## src/rtl/regex_cpu_windowed_pkg.sv

```systemverilog
// Shared instruction encoding, thread record and core FSM states for the windowed regex core.
package instruction;

  localparam int OPCODE_WIDTH           = 3;
  localparam int INSTRUCTION_DATA_WIDTH = 13;
  localparam int THREAD_PC_WIDTH        = 8;
  localparam int THREAD_CC_ID_BITS      = 2;

  typedef enum logic [OPCODE_WIDTH-1:0] {
    ACCEPT                = 3'd0,
    SPLIT                 = 3'd1,
    MATCH_CHAR            = 3'd2,
    NOT_MATCH             = 3'd3,
    MATCH_ANY             = 3'd4,
    JMP                   = 3'd5,
    END_WITHOUT_ACCEPTING = 3'd6,
    ACCEPT_PARTIAL        = 3'd7
  } opcode_e;

  // Thread record in the default core configuration; the core re-derives it from its own widths.
  typedef struct packed {
    logic [THREAD_PC_WIDTH-1:0]   pc;
    logic [THREAD_CC_ID_BITS-1:0] cc_id;
  } thread_t;

  typedef enum logic [1:0] {
    S_IDLE,
    S_FETCH,
    S_WAIT_DATA,
    S_EXEC
  } state_e;

endpackage

```

## src/rtl/regex_cpu_windowed_fifo.sv

```systemverilog
// First-word-fall-through thread FIFO: two pushes and one pop per cycle, free-slot count out.
module thread_fifo
  import instruction::*;
#(
  parameter type T          = thread_t,
  parameter int  DEPTH_LOG2 = 2
) (
  input  logic                clk,
  input  logic                rst,
  input  logic                push0_i,
  input  T                    push0_data_i,
  input  logic                push1_i,
  input  T                    push1_data_i,
  input  logic                pop_i,
  output logic                empty_o,
  output T                    head_o,
  output logic [DEPTH_LOG2:0] free_o
);

  localparam int DEPTH = 1 << DEPTH_LOG2;

  T                      mem_q [DEPTH];
  logic [DEPTH_LOG2-1:0] rd_ptr_q, wr_ptr_q, wr_ptr1;
  logic [DEPTH_LOG2:0]   count_q;
  logic                  pop_ok;

  assign empty_o = (count_q == '0);
  assign pop_ok  = pop_i && !empty_o;
  assign head_o  = mem_q[rd_ptr_q];
  assign free_o  = (DEPTH_LOG2+1)'(DEPTH) - count_q;
  assign wr_ptr1 = wr_ptr_q + DEPTH_LOG2'(1);

  // push1 always lands behind push0 so a SPLIT keeps pc+1 ahead of the branch target.
  always_ff @(posedge clk) begin
    if (push0_i) mem_q[wr_ptr_q] <= push0_data_i;
    if (push1_i) mem_q[wr_ptr1]  <= push1_data_i;
  end

  always_ff @(posedge clk) begin
    if (rst) begin
      rd_ptr_q <= '0;
      wr_ptr_q <= '0;
      count_q  <= '0;
    end else begin
      rd_ptr_q <= rd_ptr_q + DEPTH_LOG2'(pop_ok);
      wr_ptr_q <= wr_ptr_q + DEPTH_LOG2'(push0_i) + DEPTH_LOG2'(push1_i);
      count_q  <= count_q + (DEPTH_LOG2+1)'(push0_i) + (DEPTH_LOG2+1)'(push1_i)
                - (DEPTH_LOG2+1)'(pop_ok);
    end
  end

endmodule

```

## src/rtl/regex_cpu_windowed.sv

```systemverilog
// Regex execution core: fetch one instruction per thread, execute it against a character
// window lane, and queue up to two successor threads in the output FIFO.
module regex_cpu_windowed
  import instruction::*;
#(
  parameter int PC_WIDTH          = THREAD_PC_WIDTH,
  parameter int CHARACTER_WIDTH   = 8,
  parameter int MEMORY_WIDTH      = 16,
  parameter int MEMORY_ADDR_WIDTH = 11,
  parameter int CC_ID_BITS        = THREAD_CC_ID_BITS,
  parameter int FIFO_DEPTH_LOG2   = 2
) (
  input  logic                                       clk,
  input  logic                                       rst,
  input  logic [(1<<CC_ID_BITS)*CHARACTER_WIDTH-1:0] current_characters,
  input  logic                                       input_pc_valid,
  output logic                                       input_pc_ready,
  input  logic [PC_WIDTH-1:0]                        input_pc,
  input  logic [CC_ID_BITS-1:0]                      input_cc_id,
  output logic                                       memory_valid,
  input  logic                                       memory_ready,
  output logic [MEMORY_ADDR_WIDTH-1:0]               memory_addr,
  input  logic [MEMORY_WIDTH-1:0]                    memory_data,
  output logic                                       output_pc_valid,
  input  logic                                       output_pc_ready,
  output logic [PC_WIDTH-1:0]                        output_pc,
  output logic [CC_ID_BITS-1:0]                      output_cc_id,
  output logic                                       accepts,
  output logic [CC_ID_BITS-1:0]                      accepted_cc_id,
  output logic                                       running
);

  typedef struct packed {
    logic [PC_WIDTH-1:0]   pc;
    logic [CC_ID_BITS-1:0] cc_id;
  } thr_t;

  state_e                             state_q;
  logic [PC_WIDTH-1:0]                pc_q;
  logic [CC_ID_BITS-1:0]              cc_q;
  logic [MEMORY_WIDTH-1:0]            instr_q;
  logic                               mem_valid_q;
  logic [MEMORY_ADDR_WIDTH-1:0]       mem_addr_q;
  logic                               accepts_q;
  logic [CC_ID_BITS-1:0]              acc_id_q;

  opcode_e                            op;
  logic [INSTRUCTION_DATA_WIDTH-1:0]  data;
  logic                               unused_data;
  logic [CHARACTER_WIDTH-1:0]         ch;
  logic [PC_WIDTH-1:0]                pc_inc;
  logic [CC_ID_BITS-1:0]              cc_inc;

  logic                               push0, push1, set_acc;
  thr_t                               push0_d, push1_d, head;
  logic                               fifo_empty;
  logic [FIFO_DEPTH_LOG2:0]           fifo_free;

  assign op          = opcode_e'(instr_q[MEMORY_WIDTH-1 -: OPCODE_WIDTH]);
  assign data        = instr_q[INSTRUCTION_DATA_WIDTH-1:0];
  assign unused_data = ^data;
  assign pc_inc      = pc_q + PC_WIDTH'(1);
  assign cc_inc      = cc_q + CC_ID_BITS'(1);

  always_comb ch = current_characters[int'(cc_q)*CHARACTER_WIDTH +: CHARACTER_WIDTH];

  always_comb begin
    push0   = 1'b0;
    push1   = 1'b0;
    set_acc = 1'b0;
    push0_d = '{pc: pc_inc, cc_id: cc_q};
    push1_d = '{pc: data[PC_WIDTH-1:0], cc_id: cc_q};
    if (state_q == S_EXEC) begin
      case (op)
        ACCEPT:         set_acc = (ch == '0);
        SPLIT:          begin push0 = 1'b1; push1 = 1'b1; end
        MATCH_CHAR:     begin push0 = (ch == data[CHARACTER_WIDTH-1:0]); push0_d.cc_id = cc_inc; end
        NOT_MATCH:      begin push0 = (ch != data[CHARACTER_WIDTH-1:0]); push0_d.cc_id = cc_inc; end
        MATCH_ANY:      begin push0 = 1'b1; push0_d.cc_id = cc_inc; end
        JMP:            begin push0 = 1'b1; push0_d.pc = data[PC_WIDTH-1:0]; end
        ACCEPT_PARTIAL: set_acc = 1'b1;
        default:        ;
      endcase
    end
  end

  // Two free slots are demanded up front so a SPLIT in EXEC can never overflow the FIFO.
  assign input_pc_ready = !rst && (state_q == S_IDLE) && (fifo_free >= (FIFO_DEPTH_LOG2+1)'(2));

  always_ff @(posedge clk) begin
    if (rst) begin
      state_q     <= S_IDLE;
      pc_q        <= '0;
      cc_q        <= '0;
      instr_q     <= '0;
      mem_valid_q <= 1'b0;
      mem_addr_q  <= '0;
      accepts_q   <= 1'b0;
      acc_id_q    <= '0;
    end else begin
      if (set_acc && !accepts_q) begin
        accepts_q <= 1'b1;
        acc_id_q  <= cc_q;
      end
      case (state_q)
        S_IDLE: if (input_pc_valid && input_pc_ready) begin
          pc_q        <= input_pc;
          cc_q        <= input_cc_id;
          mem_addr_q  <= MEMORY_ADDR_WIDTH'(input_pc);
          mem_valid_q <= 1'b1;
          state_q     <= S_FETCH;
        end
        S_FETCH: if (memory_ready) begin
          mem_valid_q <= 1'b0;
          state_q     <= S_WAIT_DATA;
        end
        S_WAIT_DATA: begin
          instr_q <= memory_data;
          state_q <= S_EXEC;
        end
        S_EXEC:  state_q <= S_IDLE;
        default: state_q <= S_IDLE;
      endcase
    end
  end

  thread_fifo #(
    .T          (thr_t),
    .DEPTH_LOG2 (FIFO_DEPTH_LOG2)
  ) u_fifo (
    .clk          (clk),
    .rst          (rst),
    .push0_i      (push0),
    .push0_data_i (push0_d),
    .push1_i      (push1),
    .push1_data_i (push1_d),
    .pop_i        (output_pc_ready),
    .empty_o      (fifo_empty),
    .head_o       (head),
    .free_o       (fifo_free)
  );

  assign memory_valid    = mem_valid_q;
  assign memory_addr     = mem_addr_q;
  assign output_pc_valid = !fifo_empty;
  assign output_pc       = fifo_empty ? '0 : head.pc;
  assign output_cc_id    = fifo_empty ? '0 : head.cc_id;
  assign accepts         = accepts_q;
  assign accepted_cc_id  = acc_id_q;
  assign running         = (state_q != S_IDLE) || !fifo_empty;

endmodule

```

## config.mk

```make
export PLATFORM = sky130hd
export DESIGN_NAME = regex_cpu_windowed
export DESIGN_NICKNAME = d
export VERILOG_FILES = /design/src/rtl/regex_cpu_windowed_pkg.sv /design/src/rtl/regex_cpu_windowed_fifo.sv /design/src/rtl/regex_cpu_windowed.sv
export SDC_FILE = /design/constraint.sdc
export NUM_CORES = 1
export LEC_CHECK = 0
export ABC_AREA = 1
export BUFFER_PORTS_ARGS = -buffer_cell sky130_fd_sc_hd__buf_2
export CAP_MARGIN = 10
export CORE_ASPECT_RATIO = 1.2
export CORE_MARGIN = 2
export CORE_UTILIZATION = 45
export CTS_CLUSTER_DIAMETER = 30
export DETAILED_ROUTE_END_ITERATION = 7
export PLACE_DENSITY_LB_ADDON = 0.12
export SYNTH_ARGS = -nofsm -noshare
export SYNTH_HDL_FRONTEND = slang
export SYNTH_SLANG_ARGS = --single-unit
export TNS_END_PERCENT = 50
```

## constraint.sdc

```tcl
create_clock -name clk -period 4.1 [get_ports clk]
set_clock_uncertainty 0.15 [all_clocks]
set_input_delay 1.23 -clock clk [delete_from_list [all_inputs] [get_ports clk]]
set_output_delay 1.23 -clock clk [all_outputs]
set_load 0.05 [all_outputs]
```

Yosys cells after proc, flatten, opt, wreduce, memory -nomap -nowiden --
Memories as Yosys holds them, arrays and structs flattened. A register that Yosys moved wholly into a read port is not among the register bits. Cells that the tools add are included.
Cells by class: multipliers 0, shifts and indexed selects 1, muxes and demuxes 22, reductions and logical operators 20, order comparisons 1, eq/ne operators 13, bitwise gates (word level) 0, div/mod/pow operators 0, add/sub/neg operators 10
Operator list (number):
- $shiftx A32 B6 Y8 | 1
- $mux W8 | 2
- $mux W1 | 10
- $mux W10 | 1
- $mux W2 | 5
- $eq A3 B3 Y1 const B | 3
- $add A8 B1 Y8 const B | 1
- $eq A8 B8 Y1 | 1
- $logic_not A8 Y1 | 1
- $ne A8 B8 Y1 | 1
- $pmux W2 S4 | 1
- $add A2 B1 Y2 | 3
- $add A3 B1 Y3 | 2
- $eq A3 B2 Y1 const B | 2
- $logic_not A3 Y1 | 2
- $reduce_or A3 Y1 | 2
- $logic_and A1 B1 Y1 | 5
- $add A2 B1 Y2 const B | 2
- $eq A2 B2 Y1 const B | 2
- $pmux W1 S2 | 2
- $reduce_and A2 Y1 | 2
- $reduce_bool A2 Y1 | 2
- $eq A3 B1 Y1 const B | 1
- $ge A3 B2 Y1 const B | 1
- 10 further kinds | 12
Word-level totals: word-level logic and storage cells 78, latch bits 0, RAM bits 40, memory bits (read-only) 0, output and inout port bits 28, input bits 63, bits in registers 39, memories kept 1
Memory list:
- u_fifo.mem_q | depth 4, bits a word 10, read ports 1, clocked after Yosys merged registers in 1, write ports 2, line regex_cpu_windowed_fifo.sv:22 | T mem_q [DEPTH];

Longest topological paths before layout --
Gate-level depths: netlist of the first run.
word-level depth 7, depth in mapped cells 18, gate-level depth less buffers 17

Hierarchy --
Synthesis of the first run repeated with hierarchy kept, for this count alone.
Second synthesis, totals: cells, all modules 567, area total of the unflattened synthesis 4410.5 um^2
By module, submodules not included:
- thread_fifo | times used 1, sequential area each 1341.3 um^2, area each 2471.1 um^2, cells an instance 258
- regex_cpu_windowed | times used 1, sequential area each 540.5 um^2, area each 1939.4 um^2, cells an instance 309

Worst setup path after synthesis of the first run --
Ideal clock, no wire load.
path type input to register, start point input current_characters[10], end point register u_fifo.count_q[1], stages 16, data arrival time 2931 ps, required time 3822 ps, setup slack 891 ps, buffers on the path 0, library setup time 128 ps, cell sequence nand2_1 nand3_1 nand2_1 nand2_1 nand2_1 nor2_1 nand2_1 nor2_1 nand3_1 nand2_2 nand2_1 fa_1 inv_1 fa_1 inv_1 nor2_1
Between the ends: word-level cells in the longest chain between the ends 7, elaborated cells on any way between the ends 8, those cells by class 3 x add/sub; 2 x eq/ne; 1 x shift; 2 x mux
RTL lines:
- start: declaration | line regex_cpu_windowed.sv:15 | input logic [(1<<CC_ID_BITS)*CHARACTER_WIDTH-1:0] current_characters,
- $shiftx A32 B6 Y8 (*) | line regex_cpu_windowed.sv:65 | always_comb ch = current_characters[int'(cc_q)*CHARACTER_WIDTH +: CHARACTER_WIDTH];
- $ne A8 B8 Y1 / $eq A8 B8 Y1 (equally long branches) | line regex_cpu_windowed.sv:78, regex_cpu_windowed.sv:77
- $pmux W1 S3 (*) | line regex_cpu_windowed.sv:74 | case (op)
- $mux W1 (*) | line regex_cpu_windowed.sv:73 | if (state_q == S_EXEC) begin
- $add A3 B1 Y3 (*) (2 in a row) | line regex_cpu_windowed_fifo.sv:47 | count_q <= count_q + (DEPTH_LOG2+1)'(push0_i) + (DEPTH_LOG2+1)'(push1_i)
- $sub A3 B1 Y3 (*) | line regex_cpu_windowed_fifo.sv:48 | - (DEPTH_LOG2+1)'(pop_ok);
- end signal: assignment | line regex_cpu_windowed_fifo.sv:47
- end: declaration | line regex_cpu_windowed_fifo.sv:24 | logic [DEPTH_LOG2:0] count_q;
Every way passes the cells marked *; elsewhere a longest branch is shown, timed or not. A chain may end at the register's enable or synchronous reset.

Worst setup path after layout of the first run --
start point register u_fifo.count_q[1], end point output input_pc_ready
Between the ends: word-level cells in the longest chain between the ends 3
RTL lines:
- $sub A3 B3 Y3 | line regex_cpu_windowed_fifo.sv:30 | assign free_o = (DEPTH_LOG2+1)'(DEPTH) - count_q;
- $ge A3 B2 Y1 | line regex_cpu_windowed.sv:88 | assign input_pc_ready = !rst && (state_q == S_IDLE) && (fifo_free >= (FIFO_DEPTH_LOG2+1)'(2));
- $logic_and A1 B1 Y1 | line regex_cpu_windowed.sv:88
- end: declaration | line regex_cpu_windowed.sv:17 | output logic input_pc_ready,
Every way passes these cells.

==> results of run 1 <==
-- sequential cells by signal, summed over array words and instances, names as in the netlist --
| register | count |
|---|---|
| pc_q | 8 |
| accepts | 1 |
| u_fifo.mem_q | 40 |
| u_fifo.count_q | 3 |
| accepted_cc_id | 2 |
| memory_valid | 1 |
| u_fifo.rd_ptr_q | 2 |
| u_fifo.wr_ptr_q | 2 |
| state_q | 2 |
| cc_q | 2 |
| instr_q | 11 |
-- synthesized netlist by cell type, drive strengths merged --
cell and instances:
a21oi 34, a22oi 1, a31oi 1, buf 9
clkbuf 10, clkinv 5, conb 1, dfxtp 34
edfxtp 40, fa 3, ha 11, inv 50
nand2 124, nand3 35, nand3b 2, nand4 3
nor2 79, nor3 2, o21ai 80, o21bai 1
or2 1, or3b 1, xnor2 2, xor2 12
-- final cells by class --
| class | count | area, µm² | share of cell area (%) |
|---|---|---|---|
| repair buffers | 85 | 433 | 8.84 |
| well taps | 120 | 150 | 3.07 |
| clock inverters | 4 | 73.8 | 1.51 |
| inverters | 55 | 211 | 4.32 |
| multi-input cells | 395 | 1990 | 40.6 |
| clock buffers | 12 | 155 | 3.17 |
| flip-flops and latches | 74 | 1880 | 38.4 |
-- routing by layer --
metal,wire (µm),global-route usage (%),up-vias
li1,-,-,1926
met5,0,0,-
met3,461,4.25,10
met2,5140,36.6,96
met4,159,7.89,0
met1,4060,23.8,1646
-- where the power goes --
part	leakage (nW)	total [mW]	internal [mW]	switching, mW
clock network	0.117	0.634	0.376	0.258
registers	0.645	1.01	0.906	0.105
logic	1.41	1.52	0.426	1.09
-- worst register-to-register path, delay by kind of cell (launching register included) --
family	cells	cell delay (ns)
buffers and inverters	3	0.32
adder cells (fa/ha/maj)	2	0.80
flip-flops	1	0.75
AND/OR/NAND/NOR	11	1.01
-- cell families (layout without fill, tap and decap cells) --
group	count (synthesis)	in the layout	share of synthesized area [%]
xor gates and xnor gates	14	14	3.28
buffers and inverters	74	156	7.88
DFF	74	74	44.9
adders and majority gates	14	14	4.71
AOI/OAI and AO/OA	117	117	14.3
and+or+nand+nor	247	247	24.9
other	1	3	0.0894
-- worst max path at each step --
stage	startpoint	end	cells past startpoint
finish	u_fifo.count_q[1]	input_pc_ready	7
CTS	u_fifo.count_q[1]	input_pc_ready	7
floorplan	current_characters[10]	u_fifo.count_q[1]	16
global route	u_fifo.count_q[1]	input_pc_ready	7
global placement	current_characters[10]	u_fifo.count_q[1]	17
detailed placement	current_characters[10]	u_fifo.count_q[1]	17
==> out/results.md, run 1 <==
| Parameter | Value | Unit |
| --- | --- | --- |
| Type of the setup path with the least slack | register to primary output | - |
| CP Buf/Inv Count | 3 | - |
| Placer congestion estimate | 0.848 | - |
| Area growth from synthesis to layout | 16.7 | % |
| Peak Freq | 286 | MHz |
| Sinks on the clock net | 74 | - |
| Number of port buffers | 82 | - |
| Setup slack of the most critical reg-to-reg path | 0.95 | ns |
| Number of instances resized during post-cts repair | 0 | - |
| Clk buf depth | 2 | - |
| Clock buffers created by TritonCTS | 9 | - |
| Highest-count cells in the layout ignoring fill and taps | 119 x sky130_fd_sc_hd__nand2_1, 82 x sky130_fd_sc_hd__buf_2, 79 x sky130_fd_sc_hd__nor2_1, 79 x sky130_fd_sc_hd__o21ai_0, 48 x sky130_fd_sc_hd__inv_1 | - |
| Area of placed instances | 4670 | µm² |
| Average cell area after synthesis | 7.75 | µm² |
| Clk root buf | sky130_fd_sc_hd__clkbuf_8 | - |
| Worst-skew pair later-pin latency | 0.35 | ns |
| Final Worst Setup Slack | 0.601 | ns |
| Worst-Margin Slew | 0.664 | ns |
| Worst setup SP type | register | - |
| Final Hold Vio Count | 0 | - |
| Wirelength per Cell | 13.2 | µm |
| Hold path start | memory_valid | - |
| Endpoint of the lowest-slack register-to-register path | u_fifo.count_q[1] | - |
| Worst vdd rail ir drop | 0.332 | mV |
| Antenna diode count | 0 | - |
| Pin count of the biggest net entering global routing | 23 | - |
| Gate count of the mapped netlist | 541 | - |
| Class of the tightest hold or removal check | register to register | - |
| Type of destination of the critical path | primary output | - |
| Outcome | complete, no violations | - |
| Share of the synthesized area in the top cell type | 28.6 | % |
| Placeable core region | 9030 | µm² |
| Detailed-route vias per instance | 4.94 | - |
| Clock H-tree levels | 3 | - |
| Global-route wire length before repair | 15.8 | mm |
| Final cell area excluding filler cells | 4890 | µm² |
| Arrival time reported for the critical path endpoint | 2.12 | ns |
| Summed negative setup slack over all endpoints | 0 | ns |
| Die Outline Area | 10100 | µm² |
| Register area share after synthesis | 44.9 | % |
| CTS Hold Bufs | 0 | - |
| Horizontal extent of the die | 92.1 | µm |
| Boundary Pins | 91 | - |
| Number of filler instances in the final layout | 919 | - |
| Count of antenna-violating nets left after detailed routing | 0 | - |
| Sum of net half-perimeters after detailed placement | 7.43 | mm |
| Worst Hold End | memory_valid | - |
| Total routed wirelength | 9.82 | mm |
| Via count of the first global-routing pass | 3443 | - |
| Tightest hold margin | 0.344 | ns |
| Leading cell types by total area after synthesis | sky130_fd_sc_hd__edfxtp_1 29%, sky130_fd_sc_hd__dfxtp_1 16%, sky130_fd_sc_hd__nand2_1 11%, sky130_fd_sc_hd__o21ai_0 9.4%, sky130_fd_sc_hd__nor2_1 7.1% | - |
| Worst reg2reg path startpoint | cc_q[0] | - |
| Leading cell type in the layout, fill and taps excluded | sky130_fd_sc_hd__nand2_1 | - |
| Post-CTS setup buffer count | 0 | - |
| CTS tree | done | - |
| Post-synthesis register bit count | 74 | - |
| Number of DRC markers in iteration 0 | 168 | - |
| Hold-critical path depth | 2 | - |
| Cell breakdown of the critical path | inv_1 > ha_1 > ha_1 > or3b_2 > nand2_1 > inv_1 > buf_2 | - |
| Total chip power | 3.16 | mW |
| Final routed DRC violation total | 0 | - |
| Worst path top cell family by delay | simple AND/OR/NAND/NOR gates | - |
| Slew Limit Headroom | 55.6 | % |
| Leakage dissipation | 2.17 | nW |
| Share of final-layout standard cells stronger than drive strength 1 | 19.2 | % |
| Number of cells after detailed placement | 729 | - |
| RSZ-0062 raised after global routing | no | - |
| Number of nets in the finished design | 697 | - |
| Worst EP required | 2.72 | ns |
| Setup WS pre-CTS | 0.559 | ns |
| Total power divided by cell area | 646 | nW/µm² |
| Cell type contributing the most total cell area after synthesis | sky130_fd_sc_hd__edfxtp_1 | - |
| Max-capacitance violation count | 0 | - |
| Peak per-stage delay on the critical path | 0.43 | ns |
| Final critical delay including setup and external delays | 3.50 | ns |
| Number of distinct library cells after synthesis | 33 | - |
| Global Route Usage Sum | 20.3 | % |
| Non-filler instance count after layout | 745 | - |
| Remaining global-route overflow | 0 | - |
| Fin util | 54.2 | % |
| Number of iterations in the first detailed-routing pass | 4 | - |
| Number of warnings printed during yosys synthesis | 0 | - |
| Maximum fanout along the worst path | 6 | - |
| Vias | 3678 | - |
| Number of antenna violations at the first check in global routing | 0 | - |
| Number of standard-cell rows in the floorplan | 38 | - |
| Max stage delay cell, worst path | sky130_fd_sc_hd__or3b_2 | - |
| Effective utilization at floorplan | 46.4 | % |
| Final clock period utilization by the worst path | 85.3 | % |
| Number of cells traversed by the worst register-to-register path | 16 | - |
| Final setup violating endpoints | 0 | - |
| Clock slew seen by the registers of the worst setup and hold paths | 0.07 | ns |
| Cell area after technology mapping | 4190 | µm² |
| Count of final max-slew check failures | 0 | - |
| Vertical die dimension | 110 | µm |
Note: power is estimated with default switching activity, not from simulation.
==> inputs of run 2 (changes only) <==
- CORE_ASPECT_RATIO: 1.2 -> 0.8
==> run 2 against run 1 <==
  * Power increased by 7.1%
  * Global-route usage increased by 1.1 points
  * First-iteration DRC count increased by 23%
  * Sequential power about the same
  * Critical endpoint unchanged
  * Largest power group unchanged
==> out/results.md, run 2 (synthesis gave the netlist of run 1 again) <==
| Parameter | Value | Unit | Delta |
| --- | --- | --- | --- |
| Outcome | complete, no violations | - | unchanged |
| Final routed DRC violation total | 0 | - | unchanged |
| Leading cell type in the layout, fill and taps excluded | sky130_fd_sc_hd__nand2_1 | - | unchanged |
| Peak Freq | 292 | MHz | was 286 MHz |
| CTS Hold Bufs | 0 | - | unchanged |
| Placeable core region | 9040 | µm² | was 9030 µm² |
| Sum of net half-perimeters after detailed placement | 7.81 | mm | was 7.43 mm |
| Arrival time reported for the critical path endpoint | 2.05 | ns | was 2.12 ns |
| Effective utilization at floorplan | 46.4 | % | about the same |
| Detailed-route vias per instance | 5.07 | - | was 4.94 |
| Total area of sequential cells | 1880 | µm² | unchanged |
| Worst EP required | 2.72 | ns | about the same |
| Remaining global-route overflow | 0 | - | unchanged |
| Class of the tightest hold or removal check | register to register | - | unchanged |
| Type of the setup path with the least slack | register to primary output | - | unchanged |
| Number of standard-cell rows in the floorplan | 31 | - | was 38 |
| Global Route Usage Sum | 21.3 | % | was 20.3% |
| Worst setup SP type | register | - | unchanged |
| RSZ-0062 raised after global routing | no | - | unchanged |
| Count of final max-slew check failures | 0 | - | unchanged |
| Count of antenna-violating nets left after detailed routing | 0 | - | unchanged |
| Number of iterations in the first detailed-routing pass | 5 | - | was 4 |
| Clock buffers created by TritonCTS | 9 | - | unchanged |
| Non-filler instance count after layout | 741 | - | was 745 |
| Total routed wirelength | 10.5 | mm | was 9.82 mm |
| Vertical die dimension | 90.4 | µm | was 110 µm |
| Antenna diode count | 0 | - | unchanged |
| CTS tree | done | - | unchanged |
| Max reg flops | 40 | - | unchanged |
| Via count of the first global-routing pass | 3614 | - | was 3443 |
| Die Outline Area | 10100 | µm² | about the same |
| Number of DRC markers in iteration 0 | 206 | - | was 168 |
| Maximum fanout along the worst path | 6 | - | unchanged |
| Footprint of the multi-input gates | 1990 | µm² | unchanged |
| Worst vdd rail ir drop | 0.512 | mV | was 0.332 mV |
| Placer congestion estimate | 0.870 | - | was 0.848 |
| Number of instances resized during post-cts repair | 0 | - | unchanged |
| Number of filler instances in the final layout | 856 | - | was 919 |
| Slew Limit Headroom | 51.3 | % | was 55.6% |
| Number of port buffers | 82 | - | unchanged |
| Final clock period utilization by the worst path | 83.6 | % | was 85.3% |
| Sinks on the clock net | 74 | - | unchanged |
| Area growth from synthesis to layout | 19.1 | % | was 16.7% |
| Boundary Pins | 91 | - | unchanged |
| Vias | 3757 | - | was 3678 |
| Number of antenna violations at the first check in global routing | 0 | - | unchanged |
| Total power divided by cell area | 678 | nW/µm² | was 646 nW/µm² |
| Wirelength per Cell | 14.2 | µm | was 13.2 µm |
| Highest-count cells in the layout ignoring fill and taps | 119 x sky130_fd_sc_hd__nand2_1, 82 x sky130_fd_sc_hd__buf_2, 79 x sky130_fd_sc_hd__nor2_1, 79 x sky130_fd_sc_hd__o21ai_0, 48 x sky130_fd_sc_hd__inv_1 | - | unchanged |
| Type of destination of the critical path | primary output | - | unchanged |
| Worst-skew pair later-pin latency | 0.33 | ns | was 0.35 ns |
| Largest register by flop count | u_fifo.mem_q | - | unchanged |
| Number of cells after detailed placement | 725 | - | was 729 |
| Number of nets in the finished design | 698 | - | was 697 |
| Leakage dissipation | 2.22 | nW | was 2.17 nW |
| Summed negative setup slack over all endpoints | 0 | ns | unchanged |
| Final Worst Setup Slack | 0.674 | ns | was 0.601 ns |
| Post-CTS setup buffer count | 0 | - | unchanged |
| Setup WS pre-CTS | 0.543 | ns | was 0.559 ns |
| Global-route wire length before repair | 17.2 | mm | was 15.8 mm |
| Clock slew seen by the registers of the worst setup and hold paths | 0.06 | ns | was 0.07 ns |
| Worst-Margin Slew | 0.730 | ns | was 0.664 ns |
| Setup slack of the most critical reg-to-reg path | 0.89 | ns | was 0.95 ns |
| Clk buf depth | 2 | - | unchanged |
| Clock H-tree levels | 3 | - | unchanged |
| Share of final-layout standard cells stronger than drive strength 1 | 19.3 | % | was 19.2% |
| Max-capacitance violation count | 0 | - | unchanged |
| Final critical delay including setup and external delays | 3.43 | ns | was 3.50 ns |
| Final Hold Vio Count | 0 | - | unchanged |
| Horizontal extent of the die | 112 | µm | was 92.1 µm |
| Largest regs | u_fifo.mem_q (40), instr_q (11), pc_q (8) | - | unchanged |
| Clk root buf | sky130_fd_sc_hd__clkbuf_16 | - | was sky130_fd_sc_hd__clkbuf_8 |
| Final setup violating endpoints | 0 | - | unchanged |
| Pin count of the biggest net entering global routing | 23 | - | unchanged |
## run 2: changes by cell type in the layout (fill, tap and decap cells not counted), sizes merged
| cell | change |
|---|---|
| buf | +1 |
| bufinv | -2 |
| clkbuf | +1 |
| clkinv | -1 |
| inv | +2 |
## run 2: worst paths after layout
check | startpoint | depth (start not counted) | end
setup / recovery | u_fifo.count_q[1] | 7 | input_pc_ready
hold / removal | memory_valid | 2 | memory_valid
hold reg to reg | memory_valid | 2 | memory_valid
setup reg to reg | cc_q[0] | 16 | u_fifo.count_q[1]
## run 2: cell type report
class | count | share of cell area, %
timing repair buffer | 86 | 8.82
multi-input combinational | 395 | 39.8
clock buffer | 13 | 6.09
clock inverter | 3 | 0.476
sequential | 74 | 37.7
tap | 115 | 2.88
inverter | 55 | 4.23
## run 2: routing by layer
layer / track usage (%) / wire (µm)
met1: 28.2 / 4900
met2: 35.7 / 4830
met3: 4.50 / 673
met4: 6.00 / 123
met5: 0 / 0
## run 2: worst max-delay path, stage by stage, from the launching register on
cell and delay [ns]:
sky130_fd_sc_hd__dfxtp_1 0.37, sky130_fd_sc_hd__inv_1 0.09, sky130_fd_sc_hd__ha_1 0.19, sky130_fd_sc_hd__ha_1 0.26, sky130_fd_sc_hd__or3b_2 0.43, sky130_fd_sc_hd__nand2_1 0.07, sky130_fd_sc_hd__inv_1 0.09, sky130_fd_sc_hd__buf_2 0.23
## run 2: report_power, final
part | switching [mW] | internal, mW | leakage (nW)
Clock | 0.312 | 0.524 | 0.162
Combinational | 1.10 | 0.424 | 1.41
Sequential | 0.119 | 0.907 | 0.645
Total | 1.53 | 1.86 | 2.22
## run 2: stage by stage
stage | instance area, µm² | util, % | power, mW | hold WS [ns]
floorplan | 4200 | - | 2.20 | 0.332
global placement | 4670 | 51.6 | 2.53 | 0.303
detailed placement | 4670 | 51.6 | 2.57 | 0.337
CTS | 4990 | 55.3 | 3.41 | 0.347
global route | 4990 | 55.3 | 3.61 | 0.372
finish | 4990 | 55.3 | 3.39 | 0.345
==> inputs of run 3 (changes only) <==
- clock period: 4.1 -> 3.1 ns (I/O delays scaled with it)
==> run 3 against run 2 <==
  * Sequential share of layout area decreased by 1.3 points
  * Power increased by 36%
  * Die area unchanged
  * Sequential cell count unchanged
  * Critical path type unchanged
  * Critical endpoint unchanged
  * Largest power group unchanged
  * Highest routed layer unchanged
==> out/results.md, run 3 (synthesis gave the netlist of run 1 again) <==
| Parameter | Value | Unit | Delta |
| --- | --- | --- | --- |
| Final cell area excluding filler cells | 5170 | µm² | was 4990 µm² |
| Area of placed instances | 4820 | µm² | was 4670 µm² |
| Via count of the first global-routing pass | 3687 | - | was 3614 |
| Count of antenna-violating nets left after detailed routing | 0 | - | unchanged |
| Footprint of the multi-input gates | 1990 | µm² | about the same |
| Net Sw Frac | 44.5 | % | was 45.2% |
| Maximum fanout along the worst path | 6 | - | unchanged |
| Clock H-tree levels | 3 | - | unchanged |
| Vias | 3837 | - | was 3757 |
| Number of port buffers | 82 | - | unchanged |
| Worst-Margin Slew | 0.577 | ns | was 0.730 ns |
| Final clock period utilization by the worst path | 96.8 | % |  |
| Type of destination of the critical path | primary output | - | unchanged |
| Relative contribution of sequential cells to total power | 29.1 | % | was 30.3% |
| Clk root buf | sky130_fd_sc_hd__clkbuf_16 | - | unchanged |
| Count of final max-slew check failures | 0 | - | unchanged |
| Worst setup SP type | register | - | unchanged |
| Layer with the highest usage after global routing | met2 | - | unchanged |
| Final Hold Vio Count | 0 | - | unchanged |
| Remaining global-route overflow | 0 | - | unchanged |
| Met3 Usage GRT | 5.77 | % | was 4.50% |
| Antenna diode count | 0 | - | unchanged |
| Endpoint of the lowest-slack register-to-register path | u_fifo.count_q[1] | - | unchanged |
| Horizontal extent of the die | 112 | µm | unchanged |
| Leading cell type in the layout, fill and taps excluded | sky130_fd_sc_hd__nand2_1 | - | unchanged |
| Sum of net half-perimeters after detailed placement | 7.89 | mm | was 7.81 mm |
| Slew Limit Headroom | 61.1 | % | was 51.3% |
| Number of filler instances in the final layout | 854 | - | was 856 |
| Clk buf depth | 2 | - | unchanged |
| Met1 Usage GRT | 28.0 | % | was 28.2% |
| Number of cells traversed by the worst register-to-register path | 16 | - | unchanged |
| Leakage dissipation | 2.33 | nW | was 2.22 nW |
| Type of the setup path with the least slack | register to primary output | - | unchanged |
| Total power divided by cell area | 890 | nW/µm² | was 678 nW/µm² |
| Number of standard-cell rows in the floorplan | 31 | - | unchanged |
| Hold path start | memory_valid | - | unchanged |
| Reported net switching power | 2.05 | mW | was 1.53 mW |
| CTS tree | done | - | unchanged |
| Number of DRC markers in iteration 0 | 207 | - | was 206 |
| Max reg flops | 40 | - | unchanged |
| Worst-skew pair later-pin latency | 0.34 | ns | was 0.33 ns |
| Hold-critical path depth | 2 | - | unchanged |
| Total area of sequential cells | 1880 | µm² | about the same |
| Pin count of the biggest net entering global routing | 23 | - | unchanged |
| Final routed DRC violation total | 0 | - | unchanged |
| Met2 Track Usage GR | 34.9 | % | was 35.7% |
| Non-filler instance count after layout | 763 | - | was 741 |
| Global-route wire length before repair | 17.3 | mm | was 17.2 mm |
| Peak Freq | 333 | MHz |  |
| Global Route Usage Sum | 21.3 | % | about the same |
| Vertical die dimension | 90.4 | µm | unchanged |
| Max-capacitance violation count | 0 | - | unchanged |
| Sinks on the clock net | 74 | - | unchanged |
| Arrival time reported for the critical path endpoint | 1.92 | ns | was 2.05 ns |
| Largest register by flop count | u_fifo.mem_q | - | unchanged |
| Wirelength per Cell | 13.7 | µm | was 14.2 µm |
| Detailed-route vias per instance | 5.03 | - | was 5.07 |
| RSZ-0062 raised after global routing | no | - | unchanged |
| Number of cells after detailed placement | 745 | - | was 725 |
| Clock power frac | 24.0 | % | was 24.7% |
| Share of power burned in combinational logic | 46.9 | % | was 45.0% |
| Highest-count cells in the layout ignoring fill and taps | 118 x sky130_fd_sc_hd__nand2_1, 81 x sky130_fd_sc_hd__buf_2, 79 x sky130_fd_sc_hd__nor2_1, 79 x sky130_fd_sc_hd__o21ai_0, 47 x sky130_fd_sc_hd__inv_1 | - | was 119 x sky130_fd_sc_hd__nand2_1, 82 x sky130_fd_sc_hd__buf_2, 79 x sky130_fd_sc_hd__nor2_1, 79 x sky130_fd_sc_hd__o21ai_0, 48 x sky130_fd_sc_hd__inv_1 |
| Number of iterations in the first detailed-routing pass | 4 | - | was 5 |
| Placer congestion estimate | 0.868 | - | was 0.870 |
| Setup slack of the most critical reg-to-reg path | 0.23 | ns | was 0.89 ns |
| Placeable core region | 9040 | µm² | unchanged |
| Class of the tightest hold or removal check | register to register | - | unchanged |
| Clock buffers created by TritonCTS | 9 | - | unchanged |
| Boundary Pins | 91 | - | unchanged |
| Number of nets in the finished design | 720 | - | was 698 |
| Worst reg2reg path startpoint | cc_q[1] | - | was cc_q[0] |
| Outcome | complete, no violations | - | unchanged |
| Total routed wirelength | 10.5 | mm | about the same |
| Internal power of the cells | 2.56 | mW | was 1.86 mW |
| Worst Hold End | memory_valid | - | unchanged |
| Die Outline Area | 10100 | µm² | unchanged |
| Area growth from synthesis to layout | 23.3 | % | was 19.1% |
| Effective utilization at floorplan | 46.4 | % | unchanged |
| Clock slew seen by the registers of the worst setup and hold paths | 0.06 | ns | about the same |
| Worst vdd rail ir drop | 0.852 | mV | was 0.512 mV |
| Final critical delay including setup and external delays | 3.00 | ns |  |
| Share of final-layout standard cells stronger than drive strength 1 | 22.5 | % | was 19.3% |
| Number of antenna violations at the first check in global routing | 0 | - | unchanged |
| Worst EP required | 2.02 | ns | was 2.72 ns |
| Final setup violating endpoints | 0 | - | unchanged |
| Largest regs | u_fifo.mem_q (40), instr_q (11), pc_q (8) | - | unchanged |
| CTS Hold Bufs | 0 | - | unchanged |
run 3: worst max path at each step:
| stage | slack, ns | startpoint | to | depth (start not counted) |
|---|---|---|---|---|
| 2_1_floorplan | 0.19 | current_characters[10] | u_fifo.count_q[1] | 16 |
| 3_3_place_gp | -0.04 | current_characters[13] | u_fifo.count_q[2] | 15 |
| 3_5_place_dp | -0.08 | current_characters[10] | u_fifo.count_q[2] | 16 |
| 4_1_cts | 0.002 | u_fifo.count_q[1] | input_pc_ready | 7 |
| 5_1_grt | 0.003 | u_fifo.count_q[0] | input_pc_ready | 7 |
| 6_report | 0.1 | u_fifo.count_q[1] | input_pc_ready | 7 |
run 3: final cells by class:
type,count,area share [%]
clock buffers,13,5.88
clock inverters,3,0.460
inverters,55,4.09
multi-input cells,395,38.5
flip-flops and latches,74,36.4
well taps,115,2.78
repair buffers,108,11.8
run 3: metal layers:
layer  vias up  part of all wire, %
met4         0                  1.2
met3        14                  6.4
met5         -                    0
met2       105                   45
met1      1747                   47
li1       1971                    -
run 3: power by group through the flow:
stage	registers [mW]	logic [mW]	clock network, mW
finish	1.34	2.16	1.10
global route	1.35	2.38	1.16
CTS	1.34	2.14	1.12
detailed placement	1.36	2.12	0
global placement	1.35	2.08	0
floorplan	1.41	1.50	0
run 3: critical path, stage by stage (launching register included):
cell and delay [ns]:
sky130_fd_sc_hd__dfxtp_2 0.34, sky130_fd_sc_hd__inv_1 0.07, sky130_fd_sc_hd__ha_1 0.19, sky130_fd_sc_hd__ha_1 0.26, sky130_fd_sc_hd__or3b_2 0.44, sky130_fd_sc_hd__nand2_2 0.07, sky130_fd_sc_hd__inv_2 0.06, sky130_fd_sc_hd__buf_6 0.15
run 3: through the flow:
stage               TNS [ns]  utilization, %  hold slack [ns]  worst slack, ns  total power [mW]
floorplan                  0               -            0.332            0.191              2.91
detailed placement    -0.155            53.3            0.304          -0.0816              3.47
CTS                        0            57.0            0.329          0.00239              4.60
global route               0            57.2            0.357          0.00329              4.90
finish                     0            57.2            0.319           0.0986              4.60
global placement     -0.0792            53.3            0.303          -0.0450              3.43
run 3: what timing repair did:
item | in CTS | in global routing
buffers inserted | 0 | 2
gates resized for setup | 2 | 3
endpoints found under the setup margin | 1 | 1
